--- src/rtl/clock_mode_ctrl_if.sv ---
// Button inputs and mode/enable outputs of the clock mode controller.
// The master side drives the raw buttons and observes the controller.
interface clock_mode_ctrl_if;
    logic       mode_n;
    logic [3:0] key_n;
    logic [3:0] key_db_n;
    logic       enaclk;
    logic       enaset;
    logic       enastp;
    logic       enactd;
    logic [1:0] mode;
    logic       running;

    modport master (
        output mode_n, key_n,
        input  key_db_n, enaclk, enaset, enastp, enactd, mode, running
    );

    modport slave (
        input  mode_n, key_n,
        output key_db_n, enaclk, enaset, enastp, enactd, mode, running
    );
endinterface

--- src/rtl/clock_mode_ctrl.sv ---
// Debounces the mode and key buttons and sequences CLK/SET/STP/CTD modes,
// producing mutually exclusive registered enables for the time counter.
module clock_mode_ctrl #(
    parameter int DEB_CYCLES = 540000
) (
    input logic              clk,
    input logic              rstn,
    clock_mode_ctrl_if.slave io
);
    localparam int            CW   = $clog2(DEB_CYCLES + 1);
    localparam logic [CW-1:0] LAST = CW'(DEB_CYCLES - 1);

    typedef enum logic [1:0] {
        M_CLK = 2'b00,
        M_SET = 2'b01,
        M_STP = 2'b10,
        M_CTD = 2'b11
    } mode_t;

    // bit 4 is the mode button, bits 3..0 are key3..key0
    logic [4:0]         raw;
    logic [4:0]         s1;
    logic [4:0]         s2;
    logic [4:0]         db;
    logic [4:0]         fall;
    logic [4:0][CW-1:0] cnt;

    mode_t st;
    mode_t nst;
    logic  running;
    logic  nrun;
    logic  enaclk;
    logic  enaset;
    logic  enastp;
    logic  enactd;

    assign raw = {io.mode_n, io.key_n};

    always_ff @(posedge clk or negedge rstn) begin
        if (!rstn) begin
            s1 <= '1;
            s2 <= '1;
        end else begin
            s1 <= raw;
            s2 <= s1;
        end
    end

    // a level is accepted after DEB_CYCLES consecutive differing samples
    always_ff @(posedge clk or negedge rstn) begin
        if (!rstn) begin
            db   <= '1;
            cnt  <= '0;
            fall <= '0;
        end else begin
            fall <= '0;
            for (int i = 0; i < 5; i++) begin
                if (s2[i] == db[i]) begin
                    cnt[i] <= '0;
                end else if (cnt[i] == LAST) begin
                    db[i]   <= s2[i];
                    cnt[i]  <= '0;
                    fall[i] <= ~s2[i];
                end else begin
                    cnt[i] <= cnt[i] + CW'(1);
                end
            end
        end
    end

    // a mode press overrides a simultaneous run toggle
    always_comb begin
        nst  = st;
        nrun = running;
        if (fall[4]) begin
            nst  = mode_t'(st + 2'd1);
            nrun = 1'b0;
        end else if (fall[0] && st[1]) begin
            nrun = ~running;
        end
    end

    always_ff @(posedge clk or negedge rstn) begin
        if (!rstn) begin
            st      <= M_CLK;
            running <= 1'b0;
            enaclk  <= 1'b1;
            enaset  <= 1'b0;
            enastp  <= 1'b0;
            enactd  <= 1'b0;
        end else begin
            st      <= nst;
            running <= nrun;
            enaclk  <= (nst == M_CLK);
            enaset  <= (nst == M_SET);
            enastp  <= (nst == M_STP) && nrun;
            enactd  <= (nst == M_CTD) && nrun;
        end
    end

    assign io.key_db_n = db[3:0];
    assign io.mode     = st;
    assign io.running  = running;
    assign io.enaclk   = enaclk;
    assign io.enaset   = enaset;
    assign io.enastp   = enastp;
    assign io.enactd   = enactd;
endmodule

--- src/flat_wrapper.sv ---
// flat-port wrapper written by rule: the top's interface ports become plain ports
module clock_mode_ctrl_flat 
#(
    parameter int DEB_CYCLES = 540000
)
  (clk, rstn, io_mode_n, io_key_n, io_key_db_n, io_enaclk, io_enaset, io_enastp, io_enactd, io_mode, io_running);
  clock_mode_ctrl_if io_i ();
  input logic clk;
  input logic rstn;
  input wire logic [$bits(io_i.mode_n)-1:0] io_mode_n;
  input wire logic [$bits(io_i.key_n)-1:0] io_key_n;
  output wire logic [$bits(io_i.key_db_n)-1:0] io_key_db_n;
  output wire logic [$bits(io_i.enaclk)-1:0] io_enaclk;
  output wire logic [$bits(io_i.enaset)-1:0] io_enaset;
  output wire logic [$bits(io_i.enastp)-1:0] io_enastp;
  output wire logic [$bits(io_i.enactd)-1:0] io_enactd;
  output wire logic [$bits(io_i.mode)-1:0] io_mode;
  output wire logic [$bits(io_i.running)-1:0] io_running;
  assign io_i.mode_n = io_mode_n;
  assign io_i.key_n = io_key_n;
  assign io_key_db_n = io_i.key_db_n;
  assign io_enaclk = io_i.enaclk;
  assign io_enaset = io_i.enaset;
  assign io_enastp = io_i.enastp;
  assign io_enactd = io_i.enactd;
  assign io_mode = io_i.mode;
  assign io_running = io_i.running;
  clock_mode_ctrl #(.DEB_CYCLES(DEB_CYCLES)) u_core (.clk(clk), .rstn(rstn), .io(io_i));
endmodule
--- config.mk ---
export PLATFORM = sky130hd
export DESIGN_NAME = clock_mode_ctrl_flat
export DESIGN_NICKNAME = d
export VERILOG_FILES = /design/src/rtl/clock_mode_ctrl_if.sv /design/src/rtl/clock_mode_ctrl.sv /design/src/flat_wrapper.sv
export SDC_FILE = /design/constraint.sdc
export NUM_CORES = 1
export LEC_CHECK = 0
export ABC_AREA = 1
export BUFFER_PORTS_ARGS = -buffer_cell sky130_fd_sc_hd__clkbuf_2
export CAP_MARGIN = 20
export CORE_ASPECT_RATIO = 2
export CORE_MARGIN = 2
export CORE_UTILIZATION = 55
export DETAILED_ROUTE_END_ITERATION = 10
export GPL_TIMING_DRIVEN = 0
export PLACE_DENSITY_LB_ADDON = 0.15
export SYNTH_ARGS = -nofsm -noshare
export SYNTH_HDL_FRONTEND = slang
export SYNTH_SLANG_ARGS = --single-unit
--- constraint.sdc ---
create_clock -name clk -period 1.34 [get_ports clk]
set_input_delay 0.268 -clock clk [delete_from_list [all_inputs] [get_ports clk]]
set_output_delay 0.268 -clock clk [all_outputs]
set_load 0.05 [all_outputs]
# After elaboration in Yosys (flattened, before gate mapping)
# Cells that the tools add are included.
# W data, S select, Z words.
[op_classes]
n_addsub = 6
eq_ne = 13
reduce_logical = 9
n_mux = 23
bitwise_logic = 11
[op_table]
columns = ["cell", "count"]
rows = [
  ["$mux W20", 10],
  ["$add A20 B1 Y20 const B", 5],
  ["$eq A20 B20 Y1 const B", 5],
  ["$mux W1", 12],
  ["$not A1 Y1", 11],
  ["$reduce_and A2 Y1", 5],
  ["$eq A1 B1 Y1", 5],
  ["$eq A2 B2 Y1 const B", 2],
  ["$logic_and A1 B1 Y1", 3],
  ["$add A2 B1 Y2 const B", 1],
  ["$eq A2 B1 Y1 const B", 1],
  ["$logic_not A2 Y1", 1],
  ["$mux W2", 1],
]
[word_totals]
input_bits = 7
regBits = 127
output_inout_bits = 11
elab_cells = 81

# Depth between registers and ports, before layout
# Gate-level depths: netlist (run 1).
[depth]
ltp_word = 4
depth_mapped = 9
mapped_depth_nobuf = 9

# Least setup slack after synthesis (run 1)
# OpenSTA, ideal clock, no wires.
[synth_path]
path_kind = "reg-to-reg"
from = "register u_core.cnt[40] (netlist name)"
to = "register u_core.cnt[46] (netlist name)"
path_stages_with_launch = 9
required_time_ns = 1.218
n_path_buf = 0
setup_slack_ns = 0.000
t_arrival_ns = 1.218
setup_time_ns = 0.122
period_less_slack_ns = 1.340
path_cell_list = "dfrtp_1 ha_1 nand2_1 inv_1 nand2_1 nor2_1 nand3_1 nand2_2 nor2_1"
[synth_via]
elab_chain_cells = 3
word_cells_on_any_way = 4
classes_between = "1 x add/sub; 1 x eq/ne; 2 x mux"
[synth_rtl]
columns = ["element", "line_no", "rtl"]
rows = [
  ["start: declaration", "clock_mode_ctrl.sv:26", "logic [4:0][CW-1:0] cnt;"],
  ["start signal: indexed assignment", "clock_mode_ctrl.sv:65", "cnt[i] <= cnt[i] + CW'(1);"],
  ["$add A20 B1 Y20 or $eq A20 B20 Y1 (tied branches)", "clock_mode_ctrl.sv:65, clock_mode_ctrl.sv:60", ""],
  ["$mux W20 (*)", "clock_mode_ctrl.sv:60", "end else if (cnt[i] == LAST) begin"],
  ["$mux W20 (*)", "clock_mode_ctrl.sv:58", "if (s2[i] == db[i]) begin"],
]
# Mark *: on every way between the ends. The rest lies on a longest branch, timed or not.
# A chain may end at the register's enable or synchronous reset.

# Worst setup path in the final report (run 1)
[layout_path]
from = "register u_core.db[2]"
to = "output io_key_db_n[2]"
[layout_rtl]
columns = ["element", "line_no", "rtl"]
rows = [
  ["start: declaration", "clock_mode_ctrl.sv:24", "logic [4:0] db;"],
  ["start signal: indexed assignment", "clock_mode_ctrl.sv:61", "db[i] <= s2[i];"],
  ["end: declaration", "flat_wrapper.sv:12", "output wire logic [$bits(io_i.key_db_n)-1:0] io_key_db_n;"],
]
# No word-level cell between the ends.

==> results of run 1 <==
==> through the flow <==
step	util [%]	power (W)
global placement	58.9	0.00413
CTS	70.3	0.00858
detailed placement	59.2	0.00415
finish	80.2	0.00877
floorplan	-	0.00401
global route	80.2	0.00901
==> layer usage <==
layer	vias to the layer above	GRT usage (%)	share of wire (%)
li1	2973	-	-
met1	3172	26.3	34
met2	258	49.4	56
met3	108	5.50	3.7
met4	0	14.7	6.1
met5	-	0	0
==> where the power goes <==
group	switching (W)	total [W]	leakage [nW]	internal, W
Combinational	0.000297	0.000512	2.22	0.000215
Sequential	0.0000693	0.00388	1.64	0.00381
Clock	0.00178	0.00438	0.264	0.00259
Total	0.00215	0.00877	4.13	0.00662
==> cell type report <==
cell class | count | area, sq um
buffer | 4 | 45.0
multi-input combinational | 643 | 4190
fill | 674 | 2310
timing repair buffer | 87 | 810
clock buffer | 18 | 439
tap | 145 | 181
clock inverter | 14 | 123
sequential | 124 | 3140
inverter | 117 | 460
==> kinds of logic (layout without fill, tap and decap cells) <==
logic type      after synthesis  count (layout)
simple gates                557             562
fa+ha+maj                     5               5
compound gates               28              28
buf+inv                     121             240
flops                       124             124
xor+xnor                     48              48
==> cell usage in the layout, fill, tap and decap left out, types with 19 or more instances in the layout <==
| master | n |
|---|---|
| nand3_1 | 47 |
| nor2_4 | 48 |
| dfrtp_1 | 94 |
| nand2_4 | 26 |
| buf_4 | 53 |
| nand3_2 | 19 |
| nor2_1 | 139 |
| nand2_1 | 155 |
| clkbuf_16 | 22 |
| nor2_2 | 55 |
| inv_1 | 98 |
| xor2_1 | 27 |
==> critical path, cell delays in order (launching register included) <==
cell and delay (ns):
dfstp_2 0.60, buf_6 0.12, clkbuf_16 0.15
==> how the worst max path moves through the flow <==
| stage | from | slack [ns] | to | cells past startpoint |
|---|---|---|---|---|
| after floorplan | u_core.cnt[40]$_DFF_PN0_ | 0.0002 | u_core.cnt[46]$_DFF_PN0_ | 8 |
| after global placement | rstn | -1.82 | u_core.io.enastp$_DFF_PN0_ | 1 |
| after detailed placement | u_core.cnt[60]$_DFF_PN0_ | -0.34 | u_core.cnt[66]$_DFF_PN0_ | 8 |
| after CTS | u_core.db[2]$_DFFE_PN1P_ | -0.18 | io_key_db_n[2] | 2 |
| after global routing | u_core.cnt[1]$_DFF_PN0_ | -0.25 | u_core.cnt[6]$_DFF_PN0_ | 7 |
| final | u_core.db[2]$_DFFE_PN1P_ | -0.21 | io_key_db_n[2] | 2 |
==> flip-flops by register name, indices dropped and copies added, names as in the netlist <==
register / count
u_core.io.mode: 2
u_core.s2: 5
u_core.fall: 2
u_core.io.enastp: 1
u_core.s1: 5
u_core.io.enaset: 1
u_core.io.enactd: 1
u_core.io.enaclk: 1
u_core.cnt: 100
u_core.io.running: 1
u_core.db: 5
==> what timing repair did <==
item	4_1_cts	5_1_grt
setup buffers	26	38
cloned	5	0
endpoints found under the hold margin	47	0
hold buffers	6	0
gates resized for setup	97	247
setup endpoints to repair	97	102
pin swaps	24	101
==> flow_summary_export.csv, run 1 <==
group,metric,value,unit
yosys,synthSimpleGateAreaFrac,36.1,%
yosys,synth_top_family_by_area,"simple AND/OR/NAND/NOR gates",
detailed_routing,antenna_left,0,
timing,timing.fmax,644,MHz
yosys,synth.cell_area,6620,sq um
placement,placed_cells,1046,
yosys,synth-compound-area-share,2.34,%
yosys,syn-num-nets,895,
die,core,11700,sq um
placement,placed_cell_area,6920,sq um
timing,finalSetupViolations,81,
timing,fin_setup_tns,-5.90,ns
yosys,yosysUniqueCellTypes,24,
final_layout,layout-area-overhead-vs-synth,41.8,%
setup_path,arrival,1.28,ns
die,die_x,81.6,um
setup_path,r2r-start,"u_core.cnt[1]$_DFF_PN0_",
yosys,yosys_warnings,0,
power_and_ir_drop,ir_drop,1200,uV
global_routing,grt_pass1_wl,27100,um
yosys,avgSynthCellArea,7.50,sq um
setup_path,critPathKind,"flop to output pin",
detailed_routing,routed_wirelength,19900,um
detailed_routing,num_vias,6511,
die,num_rows,56,
placement,hpwl,10600,um
power_and_ir_drop,p_leak,4.13,nW
global_routing,grt_start_max_net_pins,77,
timing,worst_slew_pin_slew,0.430,ns
die,ios,18,
die,start_util,56.6,%
timing,drv_slew,0,
yosys,synth.area.top_cells,"dfrtp_1, nor2_1, nand2_1",
placement,io_buffers,17,
setup_path,crit_required,1.07,ns
yosys,synthFlopType,"dfrtp_1",
worst_hold_path,worstHoldPathType,"primary input to asynchronous set/reset pin",
timing,fin_crit,1.55,ns
clock_tree,cts-root-buf,"clkbuf_16",
timing,fin_skew,0.0106,ns
timing,timing.final.crit_share,116,%
clock_tree,clock_latency,0.42,ns
detailed_routing,drt_first_pass_iters,5,
placement,dp_slack,-0.342,ns
yosys,synth-edff-count,0,
placement,place.gp.congestion,0.924,
yosys,syn_inst,883,
final_layout,drive_gt1_share,37.0,%
yosys,yosysSeqAreaShare,47.2,%
clock_tree,path_clk_slew,0.06,ns
outcome,violations,"negative setup slack",
yosys,yosysTopAreaCell,"dfrtp_1",
clock_tree,cts.sinks,124,
yosys,muxShareOfSynthArea,0,%
setup_path,reg2reg_to,"u_core.cnt[6]$_DFF_PN0_",
outcome,status,"finished with violations",
global_routing,overflow,0,
detailed_routing,routed_via_density,5.65,
timing,hold_violations,0,
yosys,async_flop_share,100,%
yosys,yosysMostFrequentCell,"nor2_1",
detailed_routing,wire_per_inst,17.2,um
yosys,yosys-top-cells-count,"nor2_1, nand2_1, inv_1",
global_routing,grt_util_all_layers,26.7,%
power_and_ir_drop,power_per_cell_area,934,nW/um^2
die,die-area,13000,sq um
clock_tree,clockBufferDepth,2,
timing,rsz0062_at_grt,"true",
detailed_routing,drc,0,
setup_path,path_max_fanout,3,
yosys,synthXorXnorAreaFrac,6.35,%
yosys,ys_ff_latch,124,
yosys,synth.top_cell.area_share,40.8,%
final_layout,num_antenna_cells,0,
run,maxCapViolCount,0,
global_routing,antenna_found_initial,0,
yosys,synth_fa_ha_area_share,0.945,%
clock_tree,cts-htree-levels,4,
setup_path,timing.critical_path.to_type,"output pin",
timing,timing.hold.ws,0.345,ns
die,die_h,159,um
timing,maxSlewHeadroom,71.3,%
setup_path,r2r_cells,7,
final_layout,finalNetCount,1006,
clock_tree,cts_buffers,17,
setup_path,reg2reg_slack,-0.19,ns
final_layout,stdcell_count,1152,
setup_path,crit_path_start_kind,"flop",
timing,worst_slack,-0.212,ns
global_routing,first_global_vias,6142,
clock_tree,cts_tree,"yes",
detailed_routing,first_iter_violations,355,
final_layout,fin_area,9390,sq um
Power figures use the tool's default switching activity.
==> run 2, diff against run 1 <==
--- a/config.mk
+++ b/config.mk
@@ -8,9 +8,11 @@
 export ABC_AREA = 1
 export BUFFER_PORTS_ARGS = -buffer_cell sky130_fd_sc_hd__clkbuf_2
 export CAP_MARGIN = 20
+export CELL_PAD_IN_SITES_DETAIL_PLACEMENT = 0
+export CELL_PAD_IN_SITES_GLOBAL_PLACEMENT = 1
 export CORE_ASPECT_RATIO = 2
 export CORE_MARGIN = 2
-export CORE_UTILIZATION = 55
+export CORE_UTILIZATION = 42
 export DETAILED_ROUTE_END_ITERATION = 10
 export GPL_TIMING_DRIVEN = 0
 export PLACE_DENSITY_LB_ADDON = 0.15
==> run 2 against run 1 <==
  * The flow still finishes with violations (negative setup slack)
  * Design area is 0.55% lower
  * First-iteration DRC count is 43% lower
  * Clock-buffer cell count is 1 higher
  * Flip-flop and latch count stayed put
==> flow_summary_export.csv, run 2 (synthesis gave the netlist of run 1 again) <==
group,metric,value,unit
setup_path,r2r-start,"u_core.cnt[21]$_DFF_PN0_",
global_routing,grt_util_all_layers,19.9,%
die,ios,18,
setup_path,critPathMaxStageDelay,0.57,ns
die,die-area,16800,sq um
clock_tree,cts-root-buf,"clkbuf_16",
setup_path,reg2reg_slack,-0.10,ns
clock_tree,cts-htree-levels,4,
setup_path,reg2reg_to,"u_core.cnt[31]$_DFF_PN0_",
global_routing,grt_start_max_net_pins,96,
timing,fin_skew,0.00721,ns
detailed_routing,drc,0,
global_routing,grt_pass1_wl,26900,um
timing,fin_crit,1.51,ns
placement,placed_cells,1102,
setup_path,startpoint,"u_core.db[0]$_DFFE_PN1P_",
clock_tree,cts_buffers,17,
detailed_routing,routed_via_density,4.86,
setup_path,crit_required,1.07,ns
setup_path,cpMaxStageDelayCell,"dfstp_2",
power_and_ir_drop,p_leak,4.13,nW
power_and_ir_drop,power_per_cell_area,954,nW/um^2
final_layout,num_antenna_cells,0,
detailed_routing,drt_first_pass_iters,4,
setup_path,critPathKind,"flop to output pin",
die,die_h,182,um
setup_path,arrival,1.24,ns
detailed_routing,route.met3.wl,433,um
detailed_routing,highest_layer,"met4",
timing,timing.final.crit_share,113,%
final_layout,stdcell_count,1206,
global_routing,antenna_found_initial,0,
die,die_x,92.8,um
clock_tree,clock_latency,0.42,ns
timing,timing.fmax,663,MHz
die,num_rows,65,
run,maxCapViolCount,0,
setup_path,cp_top_family,"flip-flops",
final_layout,largest_register_ffs,100,
timing,rsz0062_at_grt,"true",
timing,hold_violations,0,
final_layout,drive_gt1_share,34.3,%
timing,worst_slew_pin_slew,0.469,ns
timing,finalSetupViolations,56,
setup_path,path_buf_inv,2,
detailed_routing,wire_per_inst,13.7,um
power_and_ir_drop,ir_drop,830,uV
clock_tree,clockBufferDepth,2,
detailed_routing,met2_length,8520,um
final_layout,layout-area-overhead-vs-synth,41.0,%
setup_path,crit_path_start_kind,"flop",
timing,maxSlewHeadroom,68.7,%
worst_hold_path,worstHoldPathType,"primary input to asynchronous set/reset pin",
detailed_routing,num_vias,5867,
timing,drv_slew,0,
placement,hpwl,10300,um
setup_path,timing.critical_path.to_type,"output pin",
placement,placed_cell_area,6990,sq um
outcome,status,"finished with violations",
setup_path,path_max_fanout,3,
final_layout,fin_area,9340,sq um
final_layout,regMostFlops,"u_core.cnt",
die,core,15600,sq um
detailed_routing,antenna_left,0,
clock_tree,cts_tree,"yes",
final_layout,final_cell_mix,"nand2_1, nor2_1, inv_1",
power_and_ir_drop,finalPower,0.00891,W
final_layout,finalNetCount,1004,
setup_path,r2r_cells,9,
global_routing,overflow,0,
outcome,violations,"negative setup slack",
placement,io_buffers,17,
timing,worst_slack,-0.168,ns
placement,place.gp.congestion,0.826,
global_routing,first_global_vias,5868,
clock_tree,cts.sinks,124,
clock_tree,path_clk_slew,0.06,ns
die,start_util,42.4,%
setup_path,path_depth,2,
detailed_routing,routed_wirelength,16500,um
detailed_routing,first_iter_violations,203,
final_layout,mostFrequentLayoutCell,"nand2_1",
setup_path,crit_chain,"buf_6 > clkbuf_16",
timing,fin_setup_tns,-2.81,ns
detailed_routing,met1_length,7180,um
run 2: cell count changes in the layout (fill, tap and decap cells not counted), moves of 5 or more:
cell / before / now
nor2_4: 48 / 35
nor2_1: 139 / 151
buf_4: 53 / 48
inv_1: 98 / 103
nand3_2: 19 / 14
run 2: stage by stage:
step | setup WS (ns) | hold slack, ns | utilization [%]
after floorplan | 0.000187 | -0.0276 | -
after global placement | -2.02 | 0.346 | 44.6
after detailed placement | -0.346 | 0.186 | 44.8
after CTS | -0.202 | 0.305 | 53.1
after global routing | -0.212 | 0.324 | 59.8
final | -0.168 | 0.309 | 59.8
run 2: cell type report:
cell class,instances,area (sq um)
Clock buffer,19,443
Clock inverter,13,145
Buffer,4,45.0
Sequential cell,124,3140
Tap cell,201,251
Multi-Input combinational cell,643,4030
Timing Repair Buffer,85,827
Inverter,117,458
Fill cell,1391,6280
run 2: layer usage:
metal  vias to the layer above  track usage [%]
li1                       2955                -
met3                        31             3.90
met1                      2804             25.6
met5                         -                0
met4                         0             7.47
met2                        77             32.9
run 2: worst max-delay path by stage:
stage / end / slack (ns)
final: io_key_db_n[0] / -0.17
after global routing: io_key_db_n[0] / -0.21
after CTS: io_key_db_n[1] / -0.20
after detailed placement: u_core.cnt[70]$_DFF_PN0_ / -0.35
after global placement: u_core.cnt[94]$_DFF_PN0_ / -2.02
after floorplan: u_core.cnt[46]$_DFF_PN0_ / 0.0002
run 2: timing repair:
item                                    CTS  global route
setup buffers                            21            41
hold buffers                              6             0
hold endpoints to repair                 34             0
endpoints found under the setup margin   97           107
resized for setup                       102           200
pin swaps                                23            71
cloned                                    4             1
run 2: where the power goes:
| group | switching [W] | total, W | internal [W] |
|---|---|---|---|
| Clock | 0.00178 | 0.00458 | 0.00279 |
| Combinational | 0.000265 | 0.000454 | 0.000190 |
| Sequential | 0.0000642 | 0.00388 | 0.00381 |
